`src/rtl/neural_accelerator_if.sv`:
```
// Completion bus of the neural accelerator.
// It carries the location and length of the finished result block.
interface neural_accelerator_if;
  logic [7:0] result_base_address;
  logic [7:0] result_word_count;

  modport master (output result_base_address, output result_word_count);
  modport slave  (input  result_base_address, input  result_word_count);
endinterface

```
`src/rtl/neural_accelerator.sv`:
```
// One fully-connected layer with ReLU, driven by a single serial MAC unit.
// Inputs, weights and biases come from a constant ROM image.
module neural_accelerator #(
  parameter int                      N_IN     = 4,
  parameter int                      N_OUT    = 3,
  parameter int                      SHIFT    = 0,
  parameter logic [7:0]              OUT_BASE = 8'h40,
  parameter int                      ACC_W    = 20,
  parameter logic [8*N_IN-1:0]       X_ROM    = {8'h04, 8'h03, 8'h02, 8'h01},
  parameter logic [8*N_IN*N_OUT-1:0] W_ROM    = {8'hFE, 8'hFE, 8'hFE, 8'hFE,
                                                 8'h01, 8'h02, 8'h00, 8'hFF,
                                                 8'h01, 8'h01, 8'h01, 8'h01},
  parameter logic [8*N_OUT-1:0]      B_ROM    = {8'h05, 8'h01, 8'h00}
) (
  input  logic                        clk,
  input  logic                        reset,
  neural_accelerator_if.master        resIf
);

  localparam int IW = (N_IN  > 1) ? $clog2(N_IN)  : 1;
  localparam int JW = (N_OUT > 1) ? $clog2(N_OUT) : 1;
  localparam logic signed [ACC_W-1:0] SAT_MAX = ACC_W'(127);

  typedef enum logic [2:0] {IDLE, BIAS, MAC, WRITE, DONE} stateType;

  stateType                 r_state;
  stateType                 w_nextState;
  logic [JW-1:0]            r_neuronIdx;
  logic [IW-1:0]            r_inIdx;
  logic signed [ACC_W-1:0]  r_acc;
  logic [7:0]               r_baseAddr;
  logic [7:0]               r_wordCount;
  logic [7:0]               result_mem [N_OUT];

  logic [7:0]               w_xAddr;
  logic [7:0]               w_wAddr;
  logic [7:0]               w_bAddr;
  logic signed [7:0]        w_xData;
  logic signed [7:0]        w_wData;
  logic signed [7:0]        w_bData;
  logic signed [15:0]       w_product;
  logic signed [ACC_W-1:0]  w_shifted;
  logic [7:0]               w_y;
  logic                     w_lastIn;
  logic                     w_lastOut;

  // Combinational ROM: x at 0x00, weights row-major at 0x10, biases at 0x20, zero elsewhere.
  function automatic logic signed [7:0] romRead(input logic [7:0] addr);
    romRead = '0;
    for (int k = 0; k < N_IN; k++)
      if (addr == 8'(k)) romRead = X_ROM[8*k +: 8];
    for (int k = 0; k < N_IN*N_OUT; k++)
      if (addr == 8'(8'h10 + k)) romRead = W_ROM[8*k +: 8];
    for (int k = 0; k < N_OUT; k++)
      if (addr == 8'(8'h20 + k)) romRead = B_ROM[8*k +: 8];
  endfunction

  assign w_xAddr   = 8'(r_inIdx);
  assign w_wAddr   = 8'h10 + 8'(r_neuronIdx) * 8'(N_IN) + 8'(r_inIdx);
  assign w_bAddr   = 8'h20 + 8'(r_neuronIdx);
  assign w_xData   = romRead(w_xAddr);
  assign w_wData   = romRead(w_wAddr);
  assign w_bData   = romRead(w_bAddr);
  assign w_product = w_wData * w_xData;
  assign w_shifted = r_acc >>> SHIFT;
  assign w_lastIn  = (r_inIdx == IW'(N_IN - 1));
  assign w_lastOut = (r_neuronIdx == JW'(N_OUT - 1));

  // ReLU makes the lower saturation bound unreachable, so only the top clamps.
  always_comb begin
    w_y = '0;
    if (w_shifted < 0)
      w_y = 8'h00;
    else if (w_shifted > SAT_MAX)
      w_y = 8'h7F;
    else
      w_y = w_shifted[7:0];
  end

  always_ff @(posedge clk) begin
    if (reset) r_state <= IDLE;
    else       r_state <= w_nextState;
  end

  always_comb begin
    w_nextState = r_state;
    case (r_state)
      IDLE:    w_nextState = BIAS;
      BIAS:    w_nextState = MAC;
      MAC:     if (w_lastIn) w_nextState = WRITE;
      WRITE:   w_nextState = w_lastOut ? DONE : BIAS;
      DONE:    w_nextState = DONE;
      default: w_nextState = IDLE;
    endcase
  end

  always_ff @(posedge clk) begin
    if (reset) begin
      r_neuronIdx <= '0;
      r_inIdx     <= '0;
      r_acc       <= '0;
      r_baseAddr  <= '0;
      r_wordCount <= '0;
      for (int k = 0; k < N_OUT; k++) result_mem[k] <= '0;
    end else begin
      case (r_state)
        IDLE: r_neuronIdx <= '0;
        BIAS: begin
          r_acc   <= {{(ACC_W-8){w_bData[7]}}, w_bData};
          r_inIdx <= '0;
        end
        MAC: begin
          r_acc   <= r_acc + {{(ACC_W-16){w_product[15]}}, w_product};
          r_inIdx <= r_inIdx + 1'b1;
        end
        WRITE: begin
          result_mem[r_neuronIdx] <= w_y;
          if (!w_lastOut) r_neuronIdx <= r_neuronIdx + 1'b1;
        end
        default: ;
      endcase
      // Outputs become valid on the same edge that enters DONE.
      r_baseAddr  <= (w_nextState == DONE) ? OUT_BASE : 8'h00;
      r_wordCount <= (w_nextState == DONE) ? 8'(N_OUT) : 8'h00;
    end
  end

  assign resIf.result_base_address = r_baseAddr;
  assign resIf.result_word_count   = r_wordCount;

endmodule

```
`src/flat_wrapper.sv`:
```
// flat-port wrapper written by rule: the top's interface ports become plain ports
module neural_accelerator_flat 
#(
  parameter int                      N_IN     = 4,
  parameter int                      N_OUT    = 3,
  parameter int                      SHIFT    = 0,
  parameter logic [7:0]              OUT_BASE = 8'h40,
  parameter int                      ACC_W    = 20,
  parameter logic [8*N_IN-1:0]       X_ROM    = {8'h04, 8'h03, 8'h02, 8'h01},
  parameter logic [8*N_IN*N_OUT-1:0] W_ROM    = {8'hFE, 8'hFE, 8'hFE, 8'hFE,
                                                 8'h01, 8'h02, 8'h00, 8'hFF,
                                                 8'h01, 8'h01, 8'h01, 8'h01},
  parameter logic [8*N_OUT-1:0]      B_ROM    = {8'h05, 8'h01, 8'h00}
)
  (clk, reset, resIf_result_base_address, resIf_result_word_count);
  neural_accelerator_if resIf_i ();
  input  logic clk;
  input  logic reset;
  output wire logic [$bits(resIf_i.result_base_address)-1:0] resIf_result_base_address;
  output wire logic [$bits(resIf_i.result_word_count)-1:0] resIf_result_word_count;
  assign resIf_result_base_address = resIf_i.result_base_address;
  assign resIf_result_word_count = resIf_i.result_word_count;
  neural_accelerator #(.N_IN(N_IN), .N_OUT(N_OUT), .SHIFT(SHIFT), .OUT_BASE(OUT_BASE), .ACC_W(ACC_W), .X_ROM(X_ROM), .W_ROM(W_ROM), .B_ROM(B_ROM)) u_core (.clk(clk), .reset(reset), .resIf(resIf_i));
endmodule
```
`config.mk`:
```
export PLATFORM = sky130hd
export DESIGN_NAME = neural_accelerator_flat
export DESIGN_NICKNAME = d
export VERILOG_FILES = /design/src/rtl/neural_accelerator_if.sv /design/src/rtl/neural_accelerator.sv /design/src/flat_wrapper.sv
export SDC_FILE = /design/constraint.sdc
export NUM_CORES = 1
export LEC_CHECK = 0
export CAP_MARGIN = 5
export CORE_AREA = 2 2 39 41
export CTS_CLUSTER_SIZE = 10
export DETAILED_ROUTE_END_ITERATION = 12
export DIE_AREA = 0 0 41 43
export HOLD_SLACK_MARGIN = 0.15
export PLACE_DENSITY = 0.77
export SYNTH_ARGS = -nofsm -noshare
export SYNTH_HDL_FRONTEND = slang
export SYNTH_SLANG_ARGS = --single-unit
```
`constraint.sdc`:
```
create_clock -name clk -period 1.6 [get_ports clk]
set_input_delay 0.32 -clock clk [delete_from_list [all_inputs] [get_ports clk]]
set_output_delay 0.32 -clock clk [all_outputs]
set_load 0.01 [all_outputs]
```
### After elaboration in Yosys (flattened, before gate mapping)

Cells that the tools add are included.

* bitwise gates (word level): 0
* equality and inequality tests: 8
* magnitude comparators: 0
* $mul: 0
* reductions and logical operators: 4
* add/subtract/negate cells: 2
* div/mod/pow operators: 0
* shifts and indexed selects: 0
* multiplexer cells: 8

Operators by type and width (count)
* case mux 3 bit (5 select lines): 1
* case mux 2 bit (2 select lines): 2
* 2-to-1 mux 7 bit: 1
* == test 3 x 2 -> 1 bit (second input constant): 2
* == test 3 bit (second input constant): 2
* 2-to-1 mux 3 bit: 2
* adder 2 x 1 -> 2 bit (second input constant): 2
* == test 2 bit (second input constant): 2
* 2-to-1 mux 2 bit: 2
* nonzero test 2 bit: 2
* == test 3 x 1 -> 1 bit (second input constant): 1
* zero test 3 bit: 1
* != test 2 bit (second input constant): 1
* AND reduction 2 bit: 1

* memory bits (read-only): 0
* bits in registers: 23
* memories: 0
* memory bits (writable): 0
* latch bits: 0
* input port bits: 2

### Logic depth before layout (Yosys ltp)

* depth in word-level cells: 5
* mapped depth: 5
* mapped depth without buffers: 5

### Least setup slack after synthesis

Ideal clock, no wire load.

* path kind: flip-flop to flip-flop
* from: register u_core.r_neuronIdx[0]
* to: register u_core.r_neuronIdx[0]
* data arrival time: 0.993 ns
* stages on the path, launching flop included: 6
* library setup time: 0.129 ns
* path slack: 0.478 ns
* path buffers: 0
* cell sequence: dfxtp_1 > inv_1 > ha_1 > nand2b_1 > a21oi_1 > o32ai_1

* word-level cells in the longest chain between the ends: 3

RTL lines
* start: declaration: RTL line neural_accelerator.sv:28 `logic [JW-1:0] r_neuronIdx;`
* start signal: assignment: RTL line neural_accelerator.sv:118 `if (!w_lastOut) r_neuronIdx <= r_neuronIdx + 1'b1;`
* adder 2 x 1 -> 2 bit or == test 2 bit (tied branches): RTL line neural_accelerator.sv:118, neural_accelerator.sv:67
* 2-to-1 mux 2 bit or != test 2 bit (tied branches)
* case mux 2 bit (2 select lines) or AND reduction 2 bit (tied branches)

Several ways; a longest one is shown, not always the timed one. The select of a mux whose other input is x is not followed.
A chain may end at the register's enable or synchronous reset.

### Worst setup path in the final report

* from: register u_core.r_wordCount[0] (netlist: u_core.resIf.result_word_count[0])
* to: output resIf_result_word_count[0]

RTL lines
* start: declaration: RTL line neural_accelerator.sv:32 `logic [7:0] r_wordCount;`
* start signal: assignment: RTL line neural_accelerator.sv:124 `r_wordCount <= (w_nextState == DONE) ? 8'(N_OUT) : 8'h00;`
* end: declaration: RTL line flat_wrapper.sv:20 `output wire logic [$bits(resIf_i.result_word_count)-1:0] resIf_result_word_count;`

No word-level cell between the ends.

==> impl_metrics.env <==
export IMPL_syn_instance_count=62
export IMPL_grt_overflow_total=0
export IMPL_synth_distinct_cells=25
export IMPL_clock_path_buffers=2
export IMPL_grt_pass1_vias=278
export IMPL_hold_viol_final=0
export IMPL_netlist_area_leader_share_pct=29.9
export IMPL_drive_gt1_share_pct=8.06
export IMPL_cts_tree="built"
export IMPL_nets=68
export IMPL_max_freq_mhz=691
export IMPL_gp_congestion=0.733
export IMPL_setup_tns_ps=0
export IMPL_crit_fanout=3
export IMPL_synth_area_leaders="dfxtp_1, buf_4, a21oi_1, buf_6, ha_1"
export IMPL_period_share_pct=90.5
export IMPL_worst_path_max_delay_cell="clkdlybuf4s50_1"
export IMPL_dp_slack_ps=241
export IMPL_synth_compound_area_share_pct=15.0
export IMPL_fin_crit_ps=1450
export IMPL_arrival_ps=1130
export IMPL_critPathTopFamily="buffers and inverters"
export IMPL_cts_root_buf="clkbuf_4"
export IMPL_synth_seq_cells=8
export IMPL_dr_pass1_iters=4
export IMPL_layout_setup_ws_ps=153
export IMPL_clock_skew_ps=7.60
export IMPL_min_path_type="register to register"
export IMPL_synth_xor_area_share_pct=1.64
export IMPL_syn_area_per_cell_um2=8.64
export IMPL_ir_drop_uv=619
export IMPL_leakage_uw=0.000195
export IMPL_instances_no_fill=78
export IMPL_grt_pass1_wl_mm=1.15
export IMPL_yosys_most_used_dff="dfxtp_1"
export IMPL_rows=14
export IMPL_synth_edf_count=0
export IMPL_start_util_pct=38.7
export IMPL_status="finished, final reports clean"
export IMPL_max_cap_viol_count=0
export IMPL_antenna_found_initial=0
export IMPL_cpPeakStageDelay_ps=540
export IMPL_dp_cells=75
export IMPL_synth_top_area_cell="dfxtp_1"
export IMPL_via_count=362
export IMPL_hold_buffers=0
export IMPL_end_kind="output port"
export IMPL_crit_buf_inv=1
export IMPL_regArea_um2=160
export IMPL_htree_levels=1
export IMPL_synthAdderAreaFrac_pct=4.67
export IMPL_final_max_slew_viol_count=0
export IMPL_die_h_um=43
export IMPL_core_um2=1380
export IMPL_dieArea_um2=1760
export IMPL_crit_path_start="u_core.resIf.result_word_count[0]"
export IMPL_antenna_cells=0
export IMPL_muxShareOfSynthArea_pct=0
export IMPL_place_port_buffers=4
export IMPL_multi_input_area_um2=259
export IMPL_final_util_pct=37.1
export IMPL_postRouteAntennaNets=0
export IMPL_fin_area_um2=513
export IMPL_synth_top_family_by_area="buffers and inverters"
export IMPL_grt_max_degree=13
export IMPL_start_kind="register"
export IMPL_crit_chain="clkdlybuf4s50_1"
export IMPL_detail_route_wl_per_cell_um=9.37
export IMPL_cp_required_ps=1280
export IMPL_die_w_um=41
export IMPL_area_delta_synth_final_pct=-4.21
export IMPL_cts_resized=0
export IMPL_min_from="u_core.r_inIdx[1]"
export IMPL_first_iter_violations=3
export IMPL_netlist_top_cells_count="buf_4, dfxtp_1, a21oi_1"
export IMPL_syn_cell_area_um2=536
export IMPL_setup_violations=0
export IMPL_cts_buffers=3
export IMPL_path_clk_slew_ps=50
export IMPL_dp_hpwl_um=541
export IMPL_ios=18
export IMPL_fillers=142
export IMPL_clk_latency_ps=250
export IMPL_postCtsSetupBuffers=0
export IMPL_drt_total_wl_um=731
export IMPL_async_reset_ff_share_pct=0
export IMPL_yosysMostFrequentCell="buf_4"
export IMPL_yosysWarningCount=0
export IMPL_synth_simple_area_share_pct=18.0
export IMPL_gr_usage_all_layers_pct=9.97
export IMPL_cts_sinks=8
export IMPL_synth_seq_area_share_pct=29.9
export IMPL_crit_type="register to output port"
export IMPL_power_density_nw_per_um2=1050
export IMPL_place_area_um2=490
export IMPL_via_per_inst=4.64
export IMPL_drc=0
export IMPL_rsz0062_at_grt="false"
export IMPL_worstReg2RegStart="u_core.r_neuronIdx[0]"
==> stage by stage <==
| stage | power [uW] | hold WS [ps] |
|---|---|---|
| after floorplan | 419 | 453 |
| after global placement | 388 | 474 |
| after detailed placement | 392 | 483 |
| after CTS | 544 | 491 |
| after global routing | 578 | 504 |
| final | 539 | 491 |
==> per-layer routing <==
metal,vias up,share of wire [%],track usage [%]
li1,183,-,-
met1,165,45,11.0
met2,14,47,14.7
met3,0,8.3,7.85
met4,0,0,2.00
met5,-,0,0
==> layout make-up <==
type                       count  share of cell area, %
inverter                       3                   2.20
multi-input combinational     44                   50.5
sequential                     8                   31.2
clock buffer                   3                   4.39
tap                           16                   3.90
timing repair buffer           4                   7.80
==> kinds of logic after synthesis <==
kind of cell               after synthesis
buffers and inverters                   22
and+or+nand+nor                         15
AOI/OAI and AO/OA                       13
DFF                                      8
adders and majority gates                2
xor gates and xnor gates                 1
other                                    1
==> state kept, by name, summed over array words and instances, names as in the netlist <==
register,flops
u_core.resIf.result_word_count,1
u_core.r_state,3
u_core.r_neuronIdx,2
u_core.r_inIdx,2
==> worst paths after layout <==
check,to,slack (ps),depth (start not counted)
worst max-delay path,resIf_result_word_count[0],150,1
worst min register to register,u_core.r_inIdx[1],490,2
worst max register to register,u_core.r_neuronIdx[1],340,5
worst min-delay path,u_core.r_inIdx[1],490,2
==> power by group <==
group | switching [uW] | internal, uW | total [uW]
Combinational | 64.3 | 58.9 | 123
Sequential | 44.8 | 221 | 266
Clock | 63.8 | 85.5 | 149
Total | 173 | 366 | 539
==> cell usage in the layout (no fill, tap or decap), drive strengths merged <==
cell type / instances
o22a: 1
inv: 3
nand4b: 1
conb: 13
clkbuf: 3
nor2b: 1
and2: 1
a21oi: 7
nor4bb: 1
nand2: 3
o32ai: 2
a31oi: 1
o21bai: 1
ha: 2
nor3: 3
o21ai: 1
clkdlybuf4s50: 4
xnor2: 1
nor4b: 2
nor2: 1
nand2b: 2
dfxtp: 8
Note: power is estimated with default switching activity, not from simulation.
